`src/rtl/mult_div_unit.sv`:
```
// mult_div_unit
//   Iterative HI/LO multiply/divide unit for the MIPS datapath.
//   Executes MULTU/MULT/DIVU/DIV over 32 iteration cycles plus one finish
//   cycle. The 64-bit result lands in HI/LO. MTHI/MTLO writes are accepted
//   only while the unit is idle.
//
// Ports
//   clk    : system clock, all state updates on posedge
//   rst    : asynchronous, active-high reset
//   start  : operation request, sampled only while idle
//   op     : 00 MULTU, 01 MULT, 10 DIVU, 11 DIV
//   a, b   : operands (rs / rt)
//   hi_we  : MTHI write strobe (idle only)
//   lo_we  : MTLO write strobe (idle only)
//   wdata  : MTHI/MTLO write data
//   busy   : operation in flight
//   done   : one-cycle pulse, HI/LO (or dz) valid
//   dz     : divide-by-zero flag of the last divide, held until next start
//   hi, lo : architectural HI/LO registers
module mult_div_unit #(
    parameter int unsigned WIDTH = 32,
    parameter int unsigned CNT_W = 5
) (
    input  logic             clk,
    input  logic             rst,
    input  logic             start,
    input  logic [1:0]       op,
    input  logic [WIDTH-1:0] a,
    input  logic [WIDTH-1:0] b,
    input  logic             hi_we,
    input  logic             lo_we,
    input  logic [WIDTH-1:0] wdata,
    output logic             busy,
    output logic             done,
    output logic             dz,
    output logic [WIDTH-1:0] hi,
    output logic [WIDTH-1:0] lo
);

    typedef enum logic [1:0] {
        S_IDLE,
        S_CALC,
        S_FINISH
    } state_t;

    state_t             state_q, state_d;
    logic [CNT_W-1:0]   cnt_q, cnt_d;
    // Working register: multiply = {partial sum, remaining multiplier bits};
    // divide = {partial remainder, dividend bits shifting into quotient}.
    logic [2*WIDTH-1:0] acc_q, acc_d;
    logic [WIDTH-1:0]   bmag_q, bmag_d;
    logic [1:0]         op_q, op_d;
    logic               sa_q, sa_d;
    logic               sb_q, sb_d;
    logic [WIDTH-1:0]   hi_q, hi_d;
    logic [WIDTH-1:0]   lo_q, lo_d;
    logic               done_q, done_d;
    logic               dz_q, dz_d;

    logic [WIDTH-1:0]   amag, bmag;
    logic [WIDTH:0]     mul_sum;
    logic [WIDTH:0]     rem_sh;
    logic [WIDTH:0]     rem_new;
    logic               rem_ge;
    logic [2*WIDTH-1:0] mul_next, div_next, prod_res;
    logic [WIDTH-1:0]   quo_res, rem_res;

    // Magnitudes only for signed ops; -2^31 maps to 2^31 as an unsigned value.
    assign amag = (op[0] && a[WIDTH-1]) ? -a : a;
    assign bmag = (op[0] && b[WIDTH-1]) ? -b : b;

    // Shift-add: conditionally add multiplicand into the upper half, then
    // shift the whole {carry, acc} right by one.
    assign mul_sum  = {1'b0, acc_q[2*WIDTH-1:WIDTH]}
                    + (acc_q[0] ? {1'b0, bmag_q} : '0);
    assign mul_next = {mul_sum, acc_q[WIDTH-1:1]};

    // Restoring divide: shift next dividend bit into the remainder, subtract
    // when it fits, shift the quotient bit in at the bottom.
    assign rem_sh   = {acc_q[2*WIDTH-1:WIDTH], acc_q[WIDTH-1]};
    assign rem_ge   = (rem_sh >= {1'b0, bmag_q});
    assign rem_new  = rem_ge ? (rem_sh - {1'b0, bmag_q}) : rem_sh;
    assign div_next = {rem_new[WIDTH-1:0], acc_q[WIDTH-2:0], rem_ge};

    // sa_q/sb_q are only ever set for signed ops, so no op check needed here.
    assign prod_res = (sa_q ^ sb_q) ? -acc_q : acc_q;
    assign quo_res  = (sa_q ^ sb_q) ? -acc_q[WIDTH-1:0] : acc_q[WIDTH-1:0];
    assign rem_res  = sa_q ? -acc_q[2*WIDTH-1:WIDTH] : acc_q[2*WIDTH-1:WIDTH];

    always_comb begin
        state_d = state_q;
        cnt_d   = cnt_q;
        acc_d   = acc_q;
        bmag_d  = bmag_q;
        op_d    = op_q;
        sa_d    = sa_q;
        sb_d    = sb_q;
        hi_d    = hi_q;
        lo_d    = lo_q;
        done_d  = 1'b0;
        dz_d    = dz_q;
        case (state_q)
            S_IDLE: begin
                if (start) begin
                    state_d = S_CALC;
                    cnt_d   = '0;
                    acc_d   = {{WIDTH{1'b0}}, amag};
                    bmag_d  = bmag;
                    op_d    = op;
                    sa_d    = op[0] & a[WIDTH-1];
                    sb_d    = op[0] & b[WIDTH-1];
                    dz_d    = 1'b0;
                end else begin
                    if (hi_we) hi_d = wdata;
                    if (lo_we) lo_d = wdata;
                end
            end
            S_CALC: begin
                acc_d = op_q[1] ? div_next : mul_next;
                cnt_d = cnt_q + 1'b1;
                if (cnt_q == {CNT_W{1'b1}}) state_d = S_FINISH;
            end
            S_FINISH: begin
                state_d = S_IDLE;
                done_d  = 1'b1;
                if (op_q[1]) begin
                    if (bmag_q == '0) begin
                        dz_d = 1'b1;
                    end else begin
                        hi_d = rem_res;
                        lo_d = quo_res;
                    end
                end else begin
                    hi_d = prod_res[2*WIDTH-1:WIDTH];
                    lo_d = prod_res[WIDTH-1:0];
                end
            end
            default: state_d = S_IDLE;
        endcase
    end

    always_ff @(posedge clk or posedge rst) begin
        if (rst) begin
            state_q <= S_IDLE;
            cnt_q   <= '0;
            acc_q   <= '0;
            bmag_q  <= '0;
            op_q    <= '0;
            sa_q    <= 1'b0;
            sb_q    <= 1'b0;
            hi_q    <= '0;
            lo_q    <= '0;
            done_q  <= 1'b0;
            dz_q    <= 1'b0;
        end else begin
            state_q <= state_d;
            cnt_q   <= cnt_d;
            acc_q   <= acc_d;
            bmag_q  <= bmag_d;
            op_q    <= op_d;
            sa_q    <= sa_d;
            sb_q    <= sb_d;
            hi_q    <= hi_d;
            lo_q    <= lo_d;
            done_q  <= done_d;
            dz_q    <= dz_d;
        end
    end

    assign busy = (state_q != S_IDLE);
    assign done = done_q;
    assign dz   = dz_q;
    assign hi   = hi_q;
    assign lo   = lo_q;

endmodule

```
`config.mk`:
```
export PLATFORM = sky130hd
export DESIGN_NAME = mult_div_unit
export DESIGN_NICKNAME = d
export VERILOG_FILES = /design/src/rtl/mult_div_unit.sv
export SDC_FILE = /design/constraint.sdc
export NUM_CORES = 1
export LEC_CHECK = 0
export BUFFER_PORTS_ARGS = -buffer_cell sky130_fd_sc_hd__buf_4
export CAP_MARGIN = 20
export CORE_MARGIN = 2
export CORE_UTILIZATION = 45
export CTS_CLUSTER_DIAMETER = 100
export DETAILED_ROUTE_END_ITERATION = 10
export REMOVE_ABC_BUFFERS = 1
export SKIP_CTS_REPAIR_TIMING = 1
export SYNTH_ARGS = -nofsm -noshare
export SYNTH_HDL_FRONTEND = slang
export SYNTH_SLANG_ARGS = --single-unit
```
`constraint.sdc`:
```
create_clock -name clk -period 8 [get_ports clk]
set_input_delay 0 -clock clk [delete_from_list [all_inputs] [get_ports clk]]
set_output_delay 0 -clock clk [all_outputs]
set_load 0.02 [all_outputs]
```
==> flow_summary.ini, run 1 <==
[power_and_ir_drop]
power.switching_fraction_pct = 52.47
ir_drop_worst_vdd_v = 0.0002629
netSwitchingPower_mw = 4.436
seq_power_share_pct = 23.9
power_per_cell_area_mw_per_mm2 = 475.3
p_clk_share_pct = 10.3
intPower_mw = 4.018
power_consumption_mw = 8.454
comb_power_share_pct = 65.8
cellLeakagePower_nw = 7.761

[place]
place_congestion = 1.006
hpwlAfterDp_um = 38220
placement.io_buffers = 169
place_worst_setup_slack_ns = 3.491

[detailed_routing]
drt_drc_violations_left = 0
routed-via-count = 15103
viasPerCell = 5.962
drtAntennaViolNets = 0
wl_per_cell_um = 20.46
first_pass_iteration_count_of_the_detailed_router = 5
initialDrtViolationCount = 1144
routed_wirelength_um = 51820

[run_status]
run_status = finished with violations
violated_checks = hold timing

[synthesis]
yosys.cell_types.count = 76
synth_xor_xnor_area_share_pct = 9.535
yosys_most_used_dff = dfrtp_1
synth_warnings = 0
synthMuxAreaShare_pct = 3.122
synthCells = 1908
yosys_register_bits = 172
synth-compound-area-share_pct = 25.33
ys_async_sr_fraction_pct = 100.0
synth-seq-area-share_pct = 29.10
yosys.area_share.simple_pct = 21.96
yosysTopAreaCellShare_pct = 29.10
yosys.area_share.adder_pct = 6.193
synth-edff-count = 0
synth_top_family_by_area = compound AO/OA/AOI/OAI gates
synthDominantAreaCellType = dfrtp_1
synth.avg_cell_area_um2 = 7.751
syn_area_mm2 = 0.01479
netlist_top_cells_area = dfrtp_1 (29%), ha_1 (5.9%), o21ai_0 (5.9%), xnor2_1 (5.9%), nand2_1 (5.5%)

[clock_network]
clock_tree_from_tritoncts = built
cts-buffers-inserted = 17
clk_root_buffer_cell = clkbuf_16
path_clk_slew_ns = 0.08
clk_latency_ns = 0.46
clkSinkCount = 172
htree_levels = 4
ctsLongestPathBuffers = 2

[sta]
final_hold_viol_count = 14
fin_crit_sh_pct = 57.83
timing.final.setup_violations = 0
post_layout_minimum_cycle_time_ns = 4.626
grt_setup_unrepaired = no
fmaxAchievable_ghz = 0.2162
hold_slack_ns = -0.06129
drv_slew = 0
worst_slack_ns = 3.374
relSlewSlack_pct = 24.70
setup-tns-final_ns = 0
final_clock_skew_ns = 0.01568
transition_at_the_pin_with_the_smallest_max_transition_slack_ns = 1.126

[setup_path]
rr_startpoint = acc_q[0]
slowest_delay_ns = 0.89
path_max_fanout = 31
cp_data_arrival_time_ns = 4.99
worst_setup_path_end_kind = register
critPathKind = register to register
required_ns = 8.37
worstPathCellList = inv_1 -> nor2_1 -> ha_1 -> a21oi_1 -> a21boi_0 -> o311ai_0 -> nand2_1 -> a211oi_1 -> a41oi_1 -> xor2_1 -> nor2_1 -> o31ai_1
crit_slowest_cell = o311ai_0
critical-path-top-cell-by-count = nor2_1
startpoint = acc_q[0]
cp-start-kind = register

[global_routing]
gr-usage-all-layers_pct = 30.36
grt.overflow.total = 0
antenna_violations_before_repair = 0
grt_pass1_wl_um = 80720
first_global_vias = 14088
maximum_number_of_pins_on_one_net_before_global_route_repair = 85

[die]
dieHeight_um = 185.3
area_of_the_die_mm2 = 0.03433
top_level_ports = 170
die-width_um = 185.3
fp.coreArea_mm2 = 0.03245
effective_utilization_at_floorplan_pct = 45.57
rows = 66

[cells_and_area]
synthToLayoutAreaGrowth_pct = 20.25
layout-drive-gt1-share_pct = 12.34
final_util_pct = 54.80
antenna_cells_inserted = 0
nNetsFinal = 2253

[min_path]
min-delay-path-class = input port to register
timing.hold.worst.start = a[29]

[job]
drv.max_cap_violation_count = 0
metal layers:
| metal | global-route usage, % | part of all wire, % | up-vias |
|---|---|---|---|
| met3 | 4.424 | 6.2 | 72 |
| li1 | - | - | 7229 |
| met4 | 7.683 | 2.1 | 0 |
| met2 | 48.16 | 46 | 537 |
| met1 | 43.27 | 46 | 7265 |
| met5 | 0 | 0 | - |
area by class of cell:
class | instances | area, um^2
Multi-Input combinational cell | 1551 | 9837
Fill cell | 3178 | 14670
Sequential cell | 172 | 4308
Timing Repair Buffer | 269 | 2245
Inverter | 67 | 256.5
Clock buffer | 18 | 429.2
Clock inverter | 14 | 156.4
Tap cell | 442 | 553.0
placed cells by master (no fill, tap or decap), drive strengths merged, types with 6 or more instances in the layout:
cell type and count:
a211oi 15, a21boi 7, a21o 42, a21oi 151
a221oi 11, a22oi 11, a31oi 27, a41oi 6
and2 20, and3 20, buf 187, clkbuf 18
dfrtp 172, dlygate4sd3 82, ha 70, inv 73
mux2i 45, nand2 216, nand2b 18, nand3 40
nand4 17, nor2 197, nor2b 12, nor3 39
nor4 33, o211ai 35, o21a 9, o21ai 181
o21bai 7, o221ai 7, o31ai 54, o41ai 10
or2 6, or3 20, or4 11, xnor2 99
xor2 62
stage by stage:
step	hold slack, ns	instances	cell area (um^2)
floorplan	0.1054	1790	14340
global placement	0.1424	2418	16350
detailed placement	0.1356	2418	16350
CTS	-0.3560	2450	16940
global route	0.001999	2533	17780
finish	-0.06129	2533	17780
sequential cells by signal, summed over array words and instances, names as in the netlist:
| name | count |
|---|---|
| acc_q | 64 |
| bmag_q | 32 |
| cnt_q | 5 |
| done | 1 |
| dz | 1 |
| hi | 32 |
| lo | 32 |
| op_q | 1 |
| sa_q | 1 |
| sb_q | 1 |
| state_q | 2 |
cell usage after synthesis (12+ instances only):
cell type    n
o21ai_0    175
nand2_1    216
nor3_1      39
xor2_1      62
o211ai_1    35
inv_1       67
nor4_1      27
a31oi_1     27
xnor2_1     99
ha_1        70
nand3_1     40
a21o_1      42
nand2b_1    18
clkbuf_1   102
o31ai_1     54
mux2i_1     45
and3_1      20
a211oi_1    15
buf_1       14
a21oi_1    151
dfrtp_1    172
nor2_1     196
or3_1       18
nor2b_1     12
nand4_1     17
and2_1      20
power groups by stage:
| stage | registers, mW | logic [mW] | clock network (mW) |
|---|---|---|---|
| floorplan | 1.98 | 3.66 | 0 |
| global placement | 2.00 | 5.38 | 0 |
| detailed placement | 2.02 | 5.41 | 0 |
| CTS | 2.00 | 5.44 | 0.881 |
| global route | 2.08 | 6.10 | 0.919 |
| finish | 2.02 | 5.56 | 0.873 |
kinds of logic after synthesis:
logic type | Yosys count
buffers and inverters | 185
adders and majority gates | 72
and+or+nand+nor | 671
AOI/OAI and AO/OA | 601
muxes | 46
xor gates and xnor gates | 161
DFF | 172
critical path: cells and delay by family, from the launching register on:
| family | cells | cell delay, ns |
|---|---|---|
| AOI/OAI and AO/OA | 6 | 2.39 |
| and+or+nand+nor | 3 | 0.31 |
| xor gates and xnor gates | 1 | 0.21 |
| buffers and inverters | 1 | 0.75 |
| DFF | 1 | 0.46 |
| adders and majority gates | 1 | 0.39 |
path summary, 6_finish.rpt:
kind,to,slack [ns],cells past startpoint
worst max-delay path,acc_q[58],3.37,12
worst min-delay path,acc_q[29],-0.06,4
worst max register to register,acc_q[58],3.37,12
worst min register to register,lo[16],0.48,2
max in group asynchronous,op_q[1],6.48,4
min in group asynchronous,hi[16],0.18,3
No activity file was read; power rests on OpenSTA's default activity.
==> run 2: changes to the inputs <==
- PLACE_DENSITY: default -> 0.67
- clock period: 8 -> 3.9 ns (I/O delays scaled with it)
==> run 2 against run 1 <==
Effect of this change: the run still ends with hold timing left; total power up 110%; register-to-register slack lost 3.1 ns; combinational power is 120% higher; critical path depth up 1; first-iteration DRC count increased by 30%; final cell count rose by 1.7%; critical path type unchanged; highest routed layer unchanged.
==> flow_summary.ini, run 2 (synthesized netlist as in run 1, its figures left out) <==
[global_routing]
maximum_number_of_pins_on_one_net_before_global_route_repair = 89
grt.overflow.total = 0
gr-usage-all-layers_pct = 30.26
grt_pass1_wl_um = 80330
antenna_violations_before_repair = 0
first_global_vias = 14051

[run_status]
run_status = finished with violations
violated_checks = hold timing

[setup_path]
critPathTopFamily = compound AO/OA/AOI/OAI gates
critical-path-top-cell-by-count = o211ai_1
cp-start-kind = register
worst-r2r-setup-slack_ns = 0.32
worstReg2RegEnd = acc_q[61]
cp.depth = 13
worst_setup_path_end_kind = register
path_max_fanout = 8
startpoint = acc_q[0]
cp_data_arrival_time_ns = 3.91
rr_startpoint = acc_q[0]
slowest_delay_ns = 0.50
worstPathCellList = and2_1 -> ha_1 -> inv_1 -> fa_1 -> nand2b_1 -> a21oi_1 -> o2111ai_1 -> a2111o_1 -> a21oi_2 -> o211ai_1 -> a31oi_1 -> mux2i_1 -> o211ai_1
required_ns = 4.23
worstSetupEndpoint = acc_q[61]
crit_slowest_cell = dfrtp_1
worstRegToRegCells = 13
critPathBufInv = 1
critPathKind = register to register

[sta]
fin_crit_sh_pct = 91.71
relSlewSlack_pct = 38.10
timing.final.setup_violations = 0
transition_at_the_pin_with_the_smallest_max_transition_slack_ns = 0.9251
worst_slack_ns = 0.3234
final_hold_viol_count = 11
grt_setup_unrepaired = no
final_clock_skew_ns = 0.01472
drv_slew = 0
post_layout_minimum_cycle_time_ns = 3.577
hold_slack_ns = -0.06668
fmaxAchievable_ghz = 0.2796

[cells_and_area]
nNetsFinal = 2295
synthToLayoutAreaGrowth_pct = 22.40
layout_common_cells = buf_4 (229), nand2_1 (215), nor2_1 (196)
layout.cells.most_common = buf_4
flip_flop_count_of_the_largest_register_after_layout = 64
layout-drive-gt1-share_pct = 14.16
final_util_pct = 55.78
antenna_cells_inserted = 0
fillers = 3061
final_design_area_no_fill_mm2 = 0.01810
largest-register = acc_q

[clock_network]
htree_levels = 4
path_clk_slew_ns = 0.07
clkSinkCount = 172
clk_root_buffer_cell = clkbuf_16
clk_latency_ns = 0.46
clock_tree_from_tritoncts = built
cts-buffers-inserted = 17
ctsLongestPathBuffers = 2

[power_and_ir_drop]
ir_drop_worst_vdd_v = 0.0004836
power_per_cell_area_mw_per_mm2 = 983.6
power.switching_fraction_pct = 52.07
netSwitchingPower_mw = 9.271
seq_power_share_pct = 21.0
comb_power_share_pct = 68.9
cellLeakagePower_nw = 7.957
power_consumption_mw = 17.80
intPower_mw = 8.534
p_clk_share_pct = 10.1

[job]
drv.max_cap_violation_count = 0

[die]
top_level_ports = 170
dieHeight_um = 185.3
rows = 66
die-width_um = 185.3
effective_utilization_at_floorplan_pct = 45.57
fp.coreArea_mm2 = 0.03245
area_of_the_die_mm2 = 0.03433

[detailed_routing]
drt_drc_violations_left = 0
routed-via-count = 15502
drtAntennaViolNets = 0
met3_routed_wl_um = 4371
first_pass_iteration_count_of_the_detailed_router = 5
wl_per_cell_um = 20.45
met1_length_um = 23170
met2RoutedLength_um = 23760
top_layer = met4
routed_wirelength_um = 52650
initialDrtViolationCount = 1492
viasPerCell = 6.020

[place]
placement.io_buffers = 169
hpwlAfterDp_um = 39400
placed_cell_area_mm2 = 0.01668
place_worst_setup_slack_ns = 0.3300
place_congestion = 1.018

[min_path]
min-delay-path-class = input port to register
-- run 2: cell types whose count changed in the layout (fill, tap and decap cells not counted), sizes merged --
cell,before,now
buf,187,231
bufinv,2,1
clkbuf,18,20
clkinv,4,5
dlygate4sd3,82,80
inv,73,71
-- run 2: metal layers --
metal / global-route usage (%) / vias up
met5: 0 / -
met3: 5.289 / 91
met2: 47.10 / 734
li1: - / 7300
met4: 8.603 / 0
met1: 42.94 / 7377
-- run 2: tightest hold or removal path: cells and delay by family --
kind | cells | cell delay, ns
simple gates | 1 | 0.08
compound gates | 1 | 0.19
buf+inv | 1 | 0.07
-- run 2: power by group through the flow --
stage / sequential (mW) / clock (mW) / combinational [mW]
after floorplan: 4.07 / 0 / 7.51
after global placement: 3.72 / 0 / 11.8
after detailed placement: 3.74 / 0 / 11.9
after CTS: 3.71 / 1.81 / 12.0
after global routing: 3.85 / 1.89 / 13.3
final: 3.74 / 1.79 / 12.3
-- run 2: worst min path at each step --
stage	startpoint	end	slack, ns	cells past startpoint
finish	wdata[10]	lo[10]	-0.07	3
global route	wdata[11]	lo[11]	0.0002	3
detailed placement	op[1]	op_q[1]	0.22	3
floorplan	op[1]	op_q[1]	0.11	2
CTS	op[1]	op_q[1]	-0.26	3
global placement	op[1]	op_q[1]	0.21	3
-- run 2: metrics by stage --
| stage | TNS [ns] | instances |
|---|---|---|
| 3_3_place_gp | 0 | 2462 |
| 2_1_floorplan | -181.62 | 1790 |
| 5_1_grt | 0 | 2575 |
| 3_5_place_dp | 0 | 2462 |
| 4_1_cts | 0 | 2494 |
| 6_report | 0 | 2575 |
-- run 2: cell type report --
class	instances	area [um^2]	area share [%]
multi-input cells	1551	9824	54.27
repair buffers	311	2567	14.18
clock inverters	12	126.4	0.6981
well taps	442	553.0	3.055
flip-flops and latches	172	4308	23.80
inverters	67	256.5	1.417
clock buffers	20	466.7	2.578
